--- src/rtl/seg7_capture_decoder.sv ---
// Samples an asynchronous active-low seven-segment bus, debounces it and
// reports each newly stable pattern as a hex digit through a valid/ready hold.
module seg7_capture_decoder #(
  parameter int unsigned STABLE_CYCLES = 4
) (
  input  logic       clk,
  input  logic       rst_n,
  input  logic [6:0] seg,
  output logic [3:0] digit,
  output logic       digit_valid,
  input  logic       digit_ready,
  output logic       code_err,
  output logic       blank,
  output logic       overrun,
  input  logic       clr_overrun
);

  localparam logic [6:0] BLANK_PAT  = 7'h7F;
  localparam logic [7:0] ACCEPT_CNT = 8'(STABLE_CYCLES - 1);
  localparam logic [6:0] GLYPH [16] = '{
    7'h40, 7'h79, 7'h24, 7'h30, 7'h19, 7'h12, 7'h02, 7'h78,
    7'h00, 7'h10, 7'h08, 7'h03, 7'h46, 7'h21, 7'h06, 7'h0E
  };

  typedef enum logic {TRACK, HOLD} state_t;

  state_t     state_reg, state_next;
  logic [6:0] sync1_reg, seg_s_reg, last_reg;
  logic [7:0] stable_cnt_reg;
  logic [3:0] digit_reg;
  logic       err_reg, blank_reg, overrun_reg;

  logic [15:0] glyph_hit;
  logic [3:0]  glyph_val;
  logic        is_glyph, accept, reportable, load_report, ovr_set;

  // The counter looks ahead at the first stage, so it reads 0 in exactly
  // the cycle where seg_s differs from its previous value.
  always_ff @(posedge clk or negedge rst_n) begin
    if (!rst_n) begin
      sync1_reg      <= BLANK_PAT;
      seg_s_reg      <= BLANK_PAT;
      stable_cnt_reg <= '0;
    end else begin
      sync1_reg <= seg;
      seg_s_reg <= sync1_reg;
      if (sync1_reg != seg_s_reg)
        stable_cnt_reg <= '0;
      else if (stable_cnt_reg != 8'hFF)
        stable_cnt_reg <= stable_cnt_reg + 8'd1;
    end
  end

  assign accept     = (stable_cnt_reg == ACCEPT_CNT);
  assign reportable = accept && (seg_s_reg != last_reg) && (seg_s_reg != BLANK_PAT);

  genvar gi;
  generate
    for (gi = 0; gi < 16; gi++) begin : g_glyph
      assign glyph_hit[gi] = (seg_s_reg == GLYPH[gi]);
    end
  endgenerate

  always_comb begin
    glyph_val = '0;
    for (int i = 0; i < 16; i++)
      if (glyph_hit[i]) glyph_val = 4'(i);
  end
  assign is_glyph = |glyph_hit;

  always_ff @(posedge clk or negedge rst_n) begin
    if (!rst_n) state_reg <= TRACK;
    else        state_reg <= state_next;
  end

  always_comb begin
    state_next  = state_reg;
    load_report = 1'b0;
    ovr_set     = 1'b0;
    case (state_reg)
      TRACK: begin
        if (reportable) begin
          load_report = 1'b1;
          state_next  = HOLD;
        end
      end
      HOLD: begin
        if (reportable) begin
          // A new report replaces the held one; only an unconsumed one is lost.
          load_report = 1'b1;
          ovr_set     = !digit_ready;
        end else if (digit_ready) begin
          state_next = TRACK;
        end
      end
      default: state_next = TRACK;
    endcase
  end

  always_ff @(posedge clk or negedge rst_n) begin
    if (!rst_n) begin
      last_reg    <= BLANK_PAT;
      digit_reg   <= '0;
      err_reg     <= 1'b0;
      blank_reg   <= 1'b1;
      overrun_reg <= 1'b0;
    end else begin
      if (accept) begin
        last_reg  <= seg_s_reg;
        blank_reg <= (seg_s_reg == BLANK_PAT);
      end
      if (load_report) begin
        digit_reg <= is_glyph ? glyph_val : 4'h0;
        err_reg   <= !is_glyph;
      end
      if (ovr_set)          overrun_reg <= 1'b1;
      else if (clr_overrun) overrun_reg <= 1'b0;
    end
  end

  assign digit       = digit_reg;
  assign code_err    = err_reg;
  assign digit_valid = (state_reg == HOLD);
  assign blank       = blank_reg;
  assign overrun     = overrun_reg;

endmodule
--- config.mk ---
export PLATFORM = sky130hd
export DESIGN_NAME = seg7_capture_decoder
export DESIGN_NICKNAME = d
export VERILOG_FILES = /design/src/rtl/seg7_capture_decoder.sv
export SDC_FILE = /design/constraint.sdc
export NUM_CORES = 1
export LEC_CHECK = 0
export ABC_AREA = 0
export CAP_MARGIN = 20
export CORE_MARGIN = 10
export CORE_UTILIZATION = 55
export CTS_CLUSTER_SIZE = 10
export DETAILED_ROUTE_END_ITERATION = 7
export GPL_ROUTABILITY_DRIVEN = 0
export PLACE_DENSITY = 0.77
export SLEW_MARGIN = 20
export SYNTH_ARGS = -nofsm -noshare
export SYNTH_HDL_FRONTEND = slang
export SYNTH_SLANG_ARGS = --single-unit
--- constraint.sdc ---
create_clock -name clk -period 3.8 [get_ports clk]
set_input_delay 0.95 -clock clk [delete_from_list [all_inputs] [get_ports clk]]
set_output_delay 0.95 -clock clk [all_outputs]
set_load 0.02 [all_outputs]
==> impl_metrics.csv, run 1 <==
group,metric,value,unit
run_status,run_status,"completed",
critical_path,timing.critical_path.depth,1,
placed_design,buffer_ports.inserted,18,
global_routing,maximum_number_of_pins_on_one_net_before_global_route_repair,24,
critical_path,timing.critical_path.buf_inv,1,
yosys,post_synth_instance_area,0.00189,sq mm
yosys,synth_seq_cells,37,
timing,fin_crit,2440,ps
critical_path,register_to_register_setup_slack,1810,ps
timing,fin_setup_tns,0,ps
critical_path,rr_startpoint,"stable_cnt_reg[4]$_DFFE_PN0P_",
timing,fmax,409,MHz
clock_network,htreeDepth,2,
power,part_of_the_total_power_dissipated_in_combinational_logic,6.3,%
layout,area_growth_syn_to_layout,13.1,%
timing,max-slew-margin-rel,65.2,%
global_routing,antenna_found_initial,0,
drt,drt-vias-per-instance,5.69,
placed_design,dp_worst_setup_slack,1400,ps
timing,post-route-period-util,64.3,%
critical_path,critical-path-top-delay-family,"buffers and inverters",
power,switching_share,22.5,%
critical_path,endpoint_kind,"output port",
clock_network,cts_num_sinks,37,
critical_path,regToRegEndpoint,"digit[1]$_DFFE_PN0P_",
timing,worst-slew-pin-transition,520,ps
critical_path,timing.reg2reg.worst_path_depth,5,
floorplanning,area_of_the_die,0.00618,sq mm
clock_network,insertion_delay,350,ps
drt,avgRoutedWirePerCell,15.2,um
critical_path,timing.critical_path.fanout_max,2,
timing,finalSetupViolations,0,
floorplanning,floorplan.die.height,78.6,um
critical_path,critical_path.startpoint,"blank$_DFFE_PN1N_",
hold_path,hp-class,"register to register",
drt,detail_route.wirelength,3.46,mm
timing,hold_viol,0,
critical_path,timing.critical_path.to,"blank",
floorplanning,die_width,78.6,um
yosys,synth_enable_flop_cells,0,
floorplanning,floorplan.initialDensity,56.6,%
layout,number_of_flip_flops_in_the_largest_register,8,
drt,detail_route.first_pass.iterations,4,
timing,finalMaxSlewViolations,0,
global_routing,groute.usage.overall,12.1,%
critical_path,cp.required,2850,ps
yosys,ys.warnings.count,0,
clock_network,post_cts.repair.setup_buffers,0,
drt,drc,0,
drt,drt-initial-drc-count,57,
yosys,syn-mean-instance-area,11.5,sq um
floorplanning,core_area,0.00334,sq mm
critical_path,cell_by_cell_listing_of_the_critical_path,"clkdlybuf4s50_1",
global_routing,grt_first_pass_wirelength,6.06,mm
floorplanning,rows,21,
layout,post_route_cells_drive_above_1_share,28.6,%
power,max-vdd-ir-drop,0.333,mV
power,power.net_switching,0.171,mW
critical_path,slowest_delay,600,ps
timing,fin_skew,13.4,ps
yosys,ys_seq_area_share,50.5,%
critical_path,critPathArrivalTime,1490,ps
timing,final_critical_path_setup_slack,1360,ps
clock_network,path_clk_slew,120,ps
floorplanning,io-pin-count,19,
yosys,synth_flop_cell,"sky130_fd_sc_hd__dfstp_2",
drt,route.antenna.remaining_nets,0,
power,pwr-share-clk,37.5,%
yosys,async_flop_share,100,%
power,power_leakage,0.880,nW
power,power.share.sequential,56.2,%
power,internal_power,0.590,mW
critical_path,timing.critical_path.from_type,"register",
clock_network,holdBufCountCts,0,
layout,layout.nets,193,
placed_design,placed_wire_length_estimate_after_detailed_placement,2.59,mm
clock_network,post_cts_resized,0,
clock_network,cts_tree,"done",
job,cap_viol_max_count,0,
layout,filler_cell_count,286,
drt,detailroute.via_count,1298,
clock_network,tritoncts.num_buffers,5,
power,power_density_of_the_placed_cells,356,mW/mm^2
yosys,post_synth_num_cell_types,48,
global_routing,first_global_vias,1330,
layout,antennaDiodeCount,0,
critical_path,critical-path-slowest-cell,"sky130_fd_sc_hd__clkdlybuf4s50_1",
clock_network,clock_tree.root_cell,"sky130_fd_sc_hd__clkbuf_4",
yosys,synth_fp_nets,177,
global_routing,grt_overflow_total,0,
critical_path,setup.worst_path.class,"register to output port",
clock_network,clock_tree.buffer_depth,2,
yosys,synth_cells,165,
timing,grt_setup_unrepaired,"false",
through the flow:
stage	utilization (%)	hold slack (ps)	instance area, sq um	total power [mW]	std cells
final	64.0	378	2140	0.760	228
after detailed placement	61.5	363	2050	0.483	220
after CTS	64.2	380	2140	0.769	228
after global routing	64.0	384	2140	0.794	228
after global placement	61.5	363	2050	0.480	220
after floorplan	-	360	1890	0.461	165
how the worst min path moves through the flow:
stage,cells after the start,start,end,slack [ps]
floorplan,0,sync1_reg[0]$_DFF_PN1_,seg_s_reg[0]$_DFF_PN1_,360
global route,0,sync1_reg[6]$_DFF_PN1_,seg_s_reg[6]$_DFF_PN1_,380
detailed placement,0,sync1_reg[6]$_DFF_PN1_,seg_s_reg[6]$_DFF_PN1_,360
CTS,0,sync1_reg[6]$_DFF_PN1_,seg_s_reg[6]$_DFF_PN1_,380
global placement,0,sync1_reg[0]$_DFF_PN1_,seg_s_reg[0]$_DFF_PN1_,360
finish,0,sync1_reg[0]$_DFF_PN1_,seg_s_reg[0]$_DFF_PN1_,380
worst reg2reg max path, delay by kind of cell (launching register included):
kind / cells / cell delay [ps]
AO/OA/AOI/OAI: 3 / 860
AND/OR/NAND/NOR: 2 / 540
flip-flops: 1 / 480
cell usage after synthesis, types with 4 or more instances:
cell | number | area share (%)
sky130_fd_sc_hd__a21oi_1 | 4 | 1.1
sky130_fd_sc_hd__dfrtp_1 | 15 | 20
sky130_fd_sc_hd__dfstp_2 | 22 | 31
sky130_fd_sc_hd__inv_1 | 4 | 0.79
sky130_fd_sc_hd__mux2_2 | 7 | 4.2
sky130_fd_sc_hd__nand2_1 | 9 | 1.8
sky130_fd_sc_hd__nand2b_1 | 4 | 1.3
sky130_fd_sc_hd__nor2_1 | 9 | 1.8
sky130_fd_sc_hd__nor3_1 | 10 | 2.6
sky130_fd_sc_hd__nor4_1 | 5 | 1.7
sky130_fd_sc_hd__o21ai_0 | 5 | 1.3
sky130_fd_sc_hd__xnor2_1 | 6 | 2.8
sky130_fd_sc_hd__xor2_1 | 14 | 6.5
power groups by stage:
stage / Sequential, mW / Combinational, mW / Clock [mW]
4_1_cts: 0.427 / 0.0496 / 0.292
5_1_grt: 0.429 / 0.0539 / 0.311
2_1_floorplan: 0.419 / 0.0419 / 0
6_report: 0.427 / 0.0482 / 0.285
3_5_place_dp: 0.433 / 0.0493 / 0
3_3_place_gp: 0.432 / 0.0475 / 0
kinds of logic (layout without fill, tap and decap cells):
kind of cell | Yosys count | count (layout) | synth area share [%]
and+or+nand+nor | 58 | 58 | 19.1
muxes | 9 | 9 | 5.23
adders and majority gates | 1 | 1 | 0.662
DFF | 37 | 37 | 50.5
AOI/OAI and AO/OA | 26 | 26 | 10.2
buffers and inverters | 14 | 31 | 5.10
xor gates and xnor gates | 20 | 20 | 9.27
layout by cell type (no fill, tap or decap), drive strengths merged, types with 3 or more instances in the layout:
cell,n
dfrtp,15
nor4,7
mux2,7
dfstp,22
clkdlybuf4s50,17
inv,4
nand3,4
nand2b,4
nand4,4
o21ai,5
nor2,9
nor3,10
nand2,9
clkbuf,6
a31oi,3
a21oi,4
a211oi,3
xor2,14
xnor2,6
cell type report:
cell class	count	area, sq um	area share [%]
sequential	37	953	44.6
multi-input combinational	114	840	39.3
timing repair buffer	19	183	8.55
tap	46	57.6	2.69
clock buffer	6	51.3	2.40
clock inverter	2	37.5	1.76
inverter	4	15.0	0.703
layer usage:
layer | wire (um) | up-vias | global-route usage [%]
met5 | 0 | - | 0
met4 | 57 | 0 | 5.02
met3 | 192 | 5 | 4.33
met2 | 1800 | 41 | 21.2
met1 | 1420 | 632 | 12.9
li1 | - | 620 | -
Power figures use the tool's default switching activity.
==> run 2, diff against run 1 <==
--- a/config.mk
+++ b/config.mk
@@ -8,11 +8,11 @@
 export ABC_AREA = 0
 export CAP_MARGIN = 20
 export CORE_MARGIN = 10
-export CORE_UTILIZATION = 55
+export CORE_UTILIZATION = 50
 export CTS_CLUSTER_SIZE = 10
 export DETAILED_ROUTE_END_ITERATION = 7
 export GPL_ROUTABILITY_DRIVEN = 0
-export PLACE_DENSITY = 0.77
+export PLACE_DENSITY = 0.74
 export SLEW_MARGIN = 20
 export SYNTH_ARGS = -nofsm -noshare
 export SYNTH_HDL_FRONTEND = slang
==> constraint.sdc (replaced) <==
create_clock -name clk -period 2.1 [get_ports clk]
set_input_delay 0.525 -clock clk [delete_from_list [all_inputs] [get_ports clk]]
set_output_delay 0.525 -clock clk [all_outputs]
set_load 0.02 [all_outputs]
==> impl_metrics.csv, run 2 (same netlist as run 1, synthesis figures left out) <==
group,metric,value,unit
timing,max-slew-margin-rel,67.5,%
global_routing,antenna_found_initial,0,
timing,finalMaxSlewViolations,0,
timing,finalSetupViolations,0,
critical_path,slowest_delay,600,ps
placed_design,place_area,0.00209,sq mm
critical_path,cp.required,1570,ps
job,cap_viol_max_count,0,
power,internal_power,1.02,mW
drt,avgRoutedWirePerCell,15.3,um
layout,layout.nets,197,
floorplanning,rows,22,
critical_path,critical-path-top-delay-family,"buffers and inverters",
power,power.share.sequential,57.5,%
run_status,run_status,"completed",
timing,final_critical_path_setup_slack,170,ps
drt,drt-vias-per-instance,5.61,
floorplanning,io-pin-count,19,
global_routing,grt_overflow_total,0,
timing,fin_crit,1930,ps
critical_path,cell_by_cell_listing_of_the_critical_path,"clkdlybuf4s50_1",
layout,layout.cells.most_common,"sky130_fd_sc_hd__dfstp_2",
timing,timing.hold.ws,366,ps
global_routing,maximum_number_of_pins_on_one_net_before_global_route_repair,38,
clock_network,cts_num_sinks,37,
layout,final_cell_mix,"sky130_fd_sc_hd__dfstp_2 (22), sky130_fd_sc_hd__clkdlybuf4s50_1 (18), sky130_fd_sc_hd__dfrtp_1 (15)",
clock_network,holdBufCountCts,0,
clock_network,htreeDepth,2,
clock_network,post_cts_resized,0,
timing,fmax,518,MHz
clock_network,insertion_delay,280,ps
critical_path,setup.worst_path.class,"register to output port",
critical_path,timing.critical_path.buf_inv,1,
clock_network,clock_tree.buffer_depth,2,
drt,drt-initial-drc-count,190,
drt,route.antenna.remaining_nets,0,
critical_path,timing.critical_path.fanout_max,2,
drt,detail_route.wirelength,3.59,mm
placed_design,buffer_ports.inserted,18,
layout,number_of_flip_flops_in_the_largest_register,8,
global_routing,groute.usage.overall,11.3,%
floorplanning,area_of_the_die,0.00664,sq mm
floorplanning,die_width,81.5,um
drt,detailroute.via_count,1313,
clock_network,path_clk_slew,70,ps
floorplanning,core_area,0.00366,sq mm
layout,area_growth_syn_to_layout,14.8,%
critical_path,critical-path-slowest-cell,"sky130_fd_sc_hd__clkdlybuf4s50_1",
power,switching_share,23.7,%
timing,post-route-period-util,91.9,%
floorplanning,floorplan.die.height,81.5,um
global_routing,grt_first_pass_wirelength,5.95,mm
placed_design,placed_wire_length_estimate_after_detailed_placement,2.60,mm
timing,worst-slew-pin-transition,483,ps
critical_path,critical_path.startpoint,"blank$_DFFE_PN1N_",
hold_path,hp-class,"register to register",
power,power_density_of_the_placed_cells,615,mW/mm^2
timing,hold_viol,0,
drt,drc,0,
clock_network,post_cts.repair.setup_buffers,0,
clock_network,cts_tree,"done",
critical_path,critPathArrivalTime,1400,ps
power,part_of_the_total_power_dissipated_in_combinational_logic,7.3,%
power,max-vdd-ir-drop,0.411,mV
floorplanning,floorplan.initialDensity,51.6,%
critical_path,endpoint_kind,"output port",
critical_path,regToRegEndpoint,"digit[1]$_DFFE_PN0P_",
critical_path,register_to_register_setup_slack,220,ps
timing,fin_setup_tns,0,ps
timing,fin_skew,5.36,ps
clock_network,clock_tree.root_cell,"sky130_fd_sc_hd__clkbuf_8",
critical_path,timing.critical_path.to,"blank",
critical_path,timing.critical_path.from_type,"register",
placed_design,dp_worst_setup_slack,225,ps
power,pwr-share-clk,35.2,%
power,power.net_switching,0.315,mW
layout,antennaDiodeCount,0,
power,power_leakage,0.899,nW
layout,final_cell_area,0.00217,sq mm
global_routing,first_global_vias,1285,
clock_network,tritoncts.num_buffers,5,
power,post-layout-total-power,1.33,mW
drt,detail_route.first_pass.iterations,6,
layout,post_route_cells_drive_above_1_share,29.0,%
critical_path,rr_startpoint,"seg_s_reg[3]$_DFF_PN1_",
critical_path,timing.reg2reg.worst_path_depth,5,
critical_path,timing.critical_path.depth,1,
timing,grt_setup_unrepaired,"false",
## run 2: changes by cell type in the layout (fill, tap and decap cells not counted), sizes merged
cell	change
clkinv	+2
buf	+3
bufinv	-1
clkdlybuf4s50	+1
clkinvlp	-1
## run 2: area by class of cell
class                      count  area [sq um]
fill                         292          1490
sequential                    37           953
multi-input combinational    114           840
timing repair buffer          23           218
clock buffer                   6          72.6
tap                           48          60.1
inverter                       4          15.0
clock inverter                 2          10.0
## run 2: routing by layer
metal	vias to the layer above	part of all wire (%)	global-route usage, %
met5	-	0	0
met4	0	1.2	4.67
met3	6	8.1	3.49
met2	57	48	19.5
met1	623	42	12.8
li1	627	-	-
## run 2: worst min-delay path by stage
stage | endpoint | cells after the start | start | slack (ps)
after floorplan | code_err$_DFFE_PN0P_ | 0 | rst_n | 230
after detailed placement | seg_s_reg[2]$_DFF_PN1_ | 0 | sync1_reg[2]$_DFF_PN1_ | 370
after global routing | seg_s_reg[4]$_DFF_PN1_ | 0 | sync1_reg[4]$_DFF_PN1_ | 380
after global placement | seg_s_reg[1]$_DFF_PN1_ | 0 | sync1_reg[1]$_DFF_PN1_ | 360
final | seg_s_reg[4]$_DFF_PN1_ | 0 | sync1_reg[4]$_DFF_PN1_ | 370
after CTS | seg_s_reg[4]$_DFF_PN1_ | 0 | sync1_reg[4]$_DFF_PN1_ | 370
## run 2: through the flow
step,util (%),cells
3_3_place_gp,57.0,226
3_5_place_dp,57.0,226
4_1_cts,59.2,234
6_report,59.2,234
2_1_floorplan,-,165
5_1_grt,59.2,234
## run 2: power by group through the flow
stage	Clock, mW	Combinational [mW]	Sequential (mW)
4_1_cts	0.484	0.0984	0.766
5_1_grt	0.519	0.109	0.768
3_3_place_gp	0	0.0959	0.776
3_5_place_dp	0	0.0975	0.778
2_1_floorplan	0	0.0758	0.759
6_report	0.469	0.0977	0.767
==> run 3, diff against run 2 <==
--- a/config.mk
+++ b/config.mk
@@ -6,10 +6,8 @@
 export NUM_CORES = 1
 export LEC_CHECK = 0
 export ABC_AREA = 0
-export CAP_MARGIN = 20
 export CORE_MARGIN = 10
 export CORE_UTILIZATION = 50
-export CTS_CLUSTER_SIZE = 10
 export DETAILED_ROUTE_END_ITERATION = 7
 export GPL_ROUTABILITY_DRIVEN = 0
 export PLACE_DENSITY = 0.74
==> results of run 3 <==
Same layout as run 2: the final DEF is identical, and so are final timing and power.
